[src/rtl/dmem_pkg.sv]
// Shared definitions for the data-memory / stack port.
// Holds default widths, the stack-pointer reset value, the read FSM state
// encoding and the stack step direction constants.
package dmem_pkg;

  localparam int unsigned AddrWidth = 8;
  localparam int unsigned DataWidth = 16;
  localparam logic [7:0]  SpInit    = 8'hFF;

  // Read FSM encoding, kept as plain constants for legacy compatibility.
  localparam logic [0:0] StIdle = 1'b0;
  localparam logic [0:0] StResp = 1'b1;

  // Value of sp_dec selecting each step direction.
  localparam logic SpDirInc = 1'b0;
  localparam logic SpDirDec = 1'b1;

endpackage

[src/rtl/stack_pointer.sv]
// Stack pointer register with saturating step and sticky overflow/underflow flags.
// Ports:
//   clk, reset_cycle   clock and asynchronous active-high reset
//   sp_en, sp_dec      step enable and direction (1 = decrement)
//   sp                 current stack pointer
//   stack_ovf          sticky: decrement attempted at sp == 0
//   stack_unf          sticky: increment attempted at sp == SP_INIT
module stack_pointer
  import dmem_pkg::*;
#(
  parameter int unsigned        ADDR_W  = AddrWidth,
  parameter logic [ADDR_W-1:0]  SP_INIT = SpInit
) (
  input  logic              clk,
  input  logic              reset_cycle,
  input  logic              sp_en,
  input  logic              sp_dec,
  output logic [ADDR_W-1:0] sp,
  output logic              stack_ovf,
  output logic              stack_unf
);

  localparam logic [ADDR_W-1:0] One = {{(ADDR_W-1){1'b0}}, 1'b1};

  logic [ADDR_W-1:0] sp_q, sp_d;
  logic              ovf_q, ovf_d;
  logic              unf_q, unf_d;

  // Out-of-range steps leave sp unchanged and latch the matching flag.
  always_comb begin
    sp_d  = sp_q;
    ovf_d = ovf_q;
    unf_d = unf_q;
    if (sp_en) begin
      if (sp_dec == SpDirDec) begin
        if (sp_q == '0) ovf_d = 1'b1;
        else            sp_d  = sp_q - One;
      end else begin
        if (sp_q == SP_INIT) unf_d = 1'b1;
        else                 sp_d  = sp_q + One;
      end
    end
  end

  always_ff @(posedge clk or posedge reset_cycle) begin
    if (reset_cycle) begin
      sp_q  <= SP_INIT;
      ovf_q <= 1'b0;
      unf_q <= 1'b0;
    end else begin
      sp_q  <= sp_d;
      ovf_q <= ovf_d;
      unf_q <= unf_d;
    end
  end

  assign sp        = sp_q;
  assign stack_ovf = ovf_q;
  assign stack_unf = unf_q;

endmodule

[src/rtl/data_mem_port.sv]
// Responder for the control unit's data-memory / stack strobes.
// Holds D_MAR, the data RAM and the read-response FSM; the stack pointer
// lives in stack_pointer.
// Ports:
//   clk, reset_cycle      clock and asynchronous active-high reset
//   dmar_in, ld_mar       direct address and D_MAR load strobe
//   sp_sel                D_MAR source is SP instead of dmar_in
//   sp_en, sp_dec         stack pointer step and direction
//   rd, wr, wdata         read / write strobes and write data
//   rdata, rvalid         registered read data and its one-cycle valid pulse
//   sp, stack_ovf/unf     stack pointer and sticky range-error flags
module data_mem_port
  import dmem_pkg::*;
#(
  parameter int unsigned        ADDR_W  = AddrWidth,
  parameter int unsigned        DATA_W  = DataWidth,
  parameter logic [ADDR_W-1:0]  SP_INIT = SpInit
) (
  input  logic              clk,
  input  logic              reset_cycle,
  input  logic [ADDR_W-1:0] dmar_in,
  input  logic              ld_mar,
  input  logic              sp_sel,
  input  logic              sp_en,
  input  logic              sp_dec,
  input  logic              rd,
  input  logic              wr,
  input  logic [DATA_W-1:0] wdata,
  output logic [DATA_W-1:0] rdata,
  output logic              rvalid,
  output logic [ADDR_W-1:0] sp,
  output logic              stack_ovf,
  output logic              stack_unf
);

  localparam int unsigned Depth = 1 << ADDR_W;

  logic [ADDR_W-1:0] mar_q;
  logic [ADDR_W-1:0] mar_src;
  logic [ADDR_W-1:0] ea;
  logic [DATA_W-1:0] mem_q [Depth];
  logic [DATA_W-1:0] rdata_q;
  logic [0:0]        state_q, state_d;
  logic              rd_ok;

  stack_pointer #(
    .ADDR_W  (ADDR_W),
    .SP_INIT (SP_INIT)
  ) u_stack_pointer (
    .clk         (clk),
    .reset_cycle (reset_cycle),
    .sp_en       (sp_en),
    .sp_dec      (sp_dec),
    .sp          (sp),
    .stack_ovf   (stack_ovf),
    .stack_unf   (stack_unf)
  );

  // sp here is the pre-step value, so a push writes the current free slot.
  assign mar_src = sp_sel ? sp : dmar_in;
  // A load in the same cycle as the access bypasses the register.
  assign ea      = ld_mar ? mar_src : mar_q;
  // A simultaneous write wins; the read is dropped.
  assign rd_ok   = rd & ~wr;

  always_ff @(posedge clk or posedge reset_cycle) begin
    if (reset_cycle) mar_q <= '0;
    else if (ld_mar) mar_q <= mar_src;
  end

  // RAM is deliberately not reset.
  always_ff @(posedge clk) begin
    if (wr) mem_q[ea] <= wdata;
  end

  always_comb begin
    state_d = StIdle;
    if (rd_ok) state_d = StResp;
  end

  always_ff @(posedge clk or posedge reset_cycle) begin
    if (reset_cycle) begin
      state_q <= StIdle;
      rdata_q <= '0;
    end else begin
      state_q <= state_d;
      if (rd_ok) rdata_q <= mem_q[ea];
    end
  end

  assign rdata  = rdata_q;
  assign rvalid = (state_q == StResp);

endmodule

[config.mk]
export PLATFORM = sky130hd
export DESIGN_NAME = data_mem_port
export DESIGN_NICKNAME = d
export VERILOG_FILES = /design/src/rtl/dmem_pkg.sv /design/src/rtl/stack_pointer.sv /design/src/rtl/data_mem_port.sv
export SDC_FILE = /design/constraint.sdc
export NUM_CORES = 2
export LEC_CHECK = 0
export BUFFER_PORTS_ARGS = -buffer_cell sky130_fd_sc_hd__buf_4
export CORE_MARGIN = 8
export CORE_UTILIZATION = 25
export DETAILED_ROUTE_END_ITERATION = 10
export PLACE_DENSITY = 0.42
export SLEW_MARGIN = 10
export SYNTH_ARGS = -nofsm -noshare
export SYNTH_HDL_FRONTEND = slang
export SYNTH_SLANG_ARGS = --single-unit
[constraint.sdc]
create_clock -name clk -period 5.2 [get_ports clk]
set_clock_uncertainty 0.1 [all_clocks]
set_input_delay 0.26 -clock clk [delete_from_list [all_inputs] [get_ports clk]]
set_output_delay 0.26 -clock clk [all_outputs]
set_load 0.05 [all_outputs]
---- Word level (Yosys, flattened, before mapping) ----
Memories as Yosys holds them, arrays and structs flattened. A register that Yosys moved wholly into a read port is not among the register bits.
Cells that the tools add are included.
word-level totals
  memories kept ........................... 1
  bits in registers ....................... 19
  memory bits (writable) .................. 4096
memory list
  name   words  width  read ports  clocked after Yosys merged registers in  write ports  line                 source
  mem_q  256    16     1           1                                        1            data_mem_port.sv:41  logic [DATA_W-1:0] mem_q [Depth];
cells by class
  reductions and logical operators ........ 4
  bitwise logic cells ..................... 3
  eq/ne operators ......................... 3
  mux-type cells .......................... 8
  $add $sub $neg .......................... 2
operators by type and width
  cell                                                                count
  8-bit 2-to-1 mux                                                    5
  3-bit AND reduction                                                 3
  8-bit by 1-bit adder with 8-bit output, second input constant       1
  8-bit equality test, second input constant                          1
  8-bit logical NOT                                                   1
  8-bit by 1-bit subtractor with 8-bit output, second input constant  1
  2-bit inequality test, second input constant                        2
  1-bit 2-to-1 mux                                                    3
  1-bit inverter                                                      2
  1-bit bitwise AND                                                   1

---- Depth between registers and ports, before layout ----
  word-level depth ........................ 3
  gate-level depth with buffers ........... 16

---- Cells and area by module ----
A second synthesis with hierarchy kept.
second synthesis, totals
  cell total of the unflattened synthesis .. 11408
  area, all modules ....................... 162604.7 um^2
modules (own cells, without submodules)
  module         seq. area each (um^2)  cells each  times used  area an instance (um^2)
  data_mem_port  123623.6               11338       1           161846.5
  stack_pointer  260.2                  70          1           758.2

---- Least setup slack after synthesis ----
Ideal clock, no wire load.
  kind .................................... register -> register
  start point ............................. reg u_stack_pointer.sp_q[0] (netlist: u_stack_pointer.sp[0])
  end point ............................... mem mem_q[183][0] in the netlist's numbering, enable pin
  arrival time ............................ 3.823 ns
  stages on the path, launching flop included .. 12
  path slack .............................. 0.865 ns
  path buffers ............................ 6
  clock period less this slack ............ 4.335 ns
  library setup time ...................... 0.413 ns
  path through ............................ dfstp_2 > mux2_4 > a21oi_4 > inv_2 > buf_6 > buf_6 > buf_6 > buf_4 > buf_2 > buf_1 > and3_1 > nor3b_1
between the ends
  word-level cells in the longest chain between the ends .. 2
RTL lines
  item                    line                 source
  from (decl)             stack_pointer.sv:25  logic [ADDR_W-1:0] sp_q, sp_d;
  from (signal assigned)  stack_pointer.sv:51  sp_q <= sp_d;
  8-bit 2-to-1 mux        data_mem_port.sv:60  assign mar_src = sp_sel ? sp : dmar_in;
  8-bit 2-to-1 mux        n/a
  net ea[0]               data_mem_port.sv:40  logic [ADDR_W-1:0] ea;
  to (decl)               data_mem_port.sv:41
The timed path passes the listed nets, and every way through them passes these cells.

---- Worst setup path after layout ----
  start point ............................. reg u_stack_pointer.sp_q[0] (netlist: u_stack_pointer.sp[0])
  end point ............................... reg rdata_q[12] (netlist: rdata[12]), read port of mem_q
between the ends
  word-level cells in the longest chain between the ends .. 2
RTL lines
  item              line                 source
  8-bit 2-to-1 mux  data_mem_port.sv:60
  8-bit 2-to-1 mux  n/a
  to (decl)         data_mem_port.sv:42  logic [DATA_W-1:0] rdata_q;
Every way passes these cells.
A chain may end at the register's enable or synchronous reset.

==> results.cfg <==
[floorplan]
start_util_pct = 25.1
die_w_um = 810
ioPinCount = 59
core-area_um2 = 628000
die_h_um = 810
num_rows = 291
die_area_um2 = 656000

[cts]
clkLatencyLatePin_ps = 1060
post_cts_buffers = 0
cts.sink_count = 4131
ctsHtreeMaxLevel = 5
cts_made_buffers = 450
clock_path_buffers = 4
cts_tree = done
root_buffer = clkbuf_16
clk_pin_slew_worst_paths_ps = 60

[sta]
hold_viol_final = 0
post-route-worst-setup-slack_ps = 137
final.setup.tns_ps = 0
finalCritPeriodShare_pct = 97.4
setup_viol = 0
max_freq_mhz = 198
slew_viol_final = 0
period_minus_slack_ps = 5060
max-slew-margin-rel_pct = 9.88
tightest_slew_ps = 1350
rsz0062_at_grt = no

[synth]
yosysSeqAreaShare_pct = 78.7
async_flop_share_pct = 0.847
syn-num-nets = 7545
synth_fa_ha_area_share_pct = 0.0604
muxShareOfSynthArea_pct = 13.1
synth_top_family_by_area = multiplexers
synth_most_common_cell = edfxtp_1
synth_top_area_share_pct = 78.1
ys_types = 54
synth_top_area_cell = edfxtp_1
ys.flop_type = edfxtp_1
synth_edf_count = 4096
ys_top_cells_by_area = edfxtp_1 (78%), mux4_2 (13%), a22oi_1 (2.0%)
ys.warnings.count = 0
synthSimpleGateAreaFrac_pct = 2.54
netlist_area_um2 = 158000
ys_top_cells_by_count = edfxtp_1 (4096), mux4_2 (876), nand2_1 (465)
synth.avg_cell_area_um2 = 21.0
synth_cells = 7506
synth-compound-area-share_pct = 4.20
synth_xor_area_share_pct = 0.0445
synth_seq_cells = 4131

[route]
wire_per_inst_um = 29.6
dr.pass1.iters = 5
dr.first_iter.drc_count = 8704
drtAntennaViolNets = 0
drcViolationCount = 0
viasPerCell = 4.72
vias = 80100
drt-total-wl_um = 501000

[global_routing]
grt_max_degree = 150
grt_pass1_vias = 82000
grt_overflow_total = 0
grt_antenna_before_repair = 34
grt_use_total_pct = 14.8
grt_pass1_wl_um = 690000

[power_and_ir_drop]
leakagePower_nw = 57.6
ir_drop_mv = 0.302
total_power_mw = 84.0
powerDensity_nw_per_um2 = 448

[status]
status = complete, no violations

[finish]
syn_to_final_growth_pct = 19.1
multiInputGateArea_um2 = 32200
fin_area_um2 = 188000
nets = 8258
utilization_pct = 29.9
layout-drive-gt1-share_pct = 27.8
seqCellArea_um2 = 124000
nFillCells = 61100

[critical_path]
end_kind = flop
crit_required_ps = 5920
path_class = flop to flop
path_max_fanout = 38
critPathLaunchType = flop
worstPathArrival_ps = 5790

[placed_design]
placed_cell_area_um2 = 173000
hpwlAfterDp_um = 307000
place_congestion = 0.793
pre_cts_slack_ps = -734
port_buffers = 58

[worst_hold_path]
hp-class = input port to flop

[flow_run]
drv_cap = 0
==> per-stage QoR <==
| step | hold WS [ps] | std cells |
|---|---|---|
| 2_1_floorplan | 259 | 7506 |
| 3_3_place_gp | 367 | 16100 |
| 3_5_place_dp | 367 | 16100 |
| 4_1_cts | 72.3 | 16900 |
| 5_1_grt | 103 | 16900 |
| 6_report | 108 | 17000 |
==> flip-flops by register name, summed over array words and instances (netlist names) <==
signal,cells
mar_q,8
mem_q,4096
rdata,16
rvalid,1
u_stack_pointer.sp,8
u_stack_pointer.stack_ovf,1
u_stack_pointer.stack_unf,1
==> critical path, stage by stage, from the launching register on <==
cell      delay [ps]
dfstp_2          700
mux2_4           240
a21oi_4          110
inv_12           370
buf_12           250
buf_4            180
mux4_2           530
a22oi_1          300
a21oi_1          200
nor4_1           980
nor2_1           110
a311oi_1         500
a31oi_1          180
==> routing by layer <==
metal,wire length (um),vias up,global-route usage [%]
met5,36,-,0
met4,14700,6,3.99
met3,31500,623,2.43
met2,237000,2588,24.1
met1,218000,43800,20.4
li1,-,33000,-
==> worst paths after layout <==
path	end	from	depth (start not counted)	slack, ps
worst min-delay path	mar_q[0]$_DFF_PP0_	dmar_in[0]	4	110
worst max-delay path	rdata[12]$_DFFE_PP0P_	u_stack_pointer.sp[0]$_DFFE_PP1P_	12	140
worst max register to register	rdata[12]$_DFFE_PP0P_	u_stack_pointer.sp[0]$_DFFE_PP1P_	12	140
worst min register to register	u_stack_pointer.stack_unf$_DFFE_PP0P_	u_stack_pointer.stack_unf$_DFFE_PP0P_	1	410
min in group asynchronous	u_stack_pointer.stack_unf$_DFFE_PP0P_	reset_cycle	5	460
max in group asynchronous	rdata[4]$_DFFE_PP0P_	reset_cycle	5	3940
==> cells in the final DEF, fill, tap and decap left out, types with 89 or more instances in the layout <==
| cell | count |
|---|---|
| edfxtp_1 | 4096 |
| mux4_2 | 876 |
| buf_4 | 589 |
| clkbuf_16 | 452 |
| nand2_1 | 445 |
| a22oi_1 | 414 |
| a21oi_1 | 255 |
| nor2_1 | 164 |
| clkinv_1 | 123 |
| nand3_1 | 102 |
| nor2_2 | 96 |
| clkbuf_1 | 95 |
| mux2i_1 | 89 |
==> report_power, final <==
| part | switching [mW] | internal [mW] | total (mW) |
|---|---|---|---|
| combinational | 9.99 | 5.52 | 15.5 |
| clock | 13.5 | 17.7 | 31.1 |
| sequential | 0.454 | 36.9 | 37.4 |
| total | 23.9 | 60.1 | 84.0 |
==> cell families after synthesis <==
family / count (synthesis)
DFF: 4131
xor gates and xnor gates: 8
AOI/OAI and AO/OA: 953
adders and majority gates: 7
muxes: 967
and+or+nand+nor: 964
buffers and inverters: 476
==> area by class of cell <==
type | instances | share of cell area, %
Antenna cell | 11 | 0.0147
Sequential cell | 4131 | 66.0
Inverter | 16 | 0.0427
Clock buffer | 550 | 6.24
Clock inverter | 276 | 1.39
Multi-Input combinational cell | 2899 | 17.1
Timing Repair Buffer | 721 | 3.58
Tap cell | 8350 | 5.57
==> timing repair <==
item,in CTS,in global routing
setup endpoints to repair,6,1
cloned,0,0
pin swaps,0,0
gates resized for setup,7,1
hold buffers,27,0
endpoints found under the hold margin,1530,0
Note: power is estimated with default switching activity, not from simulation.
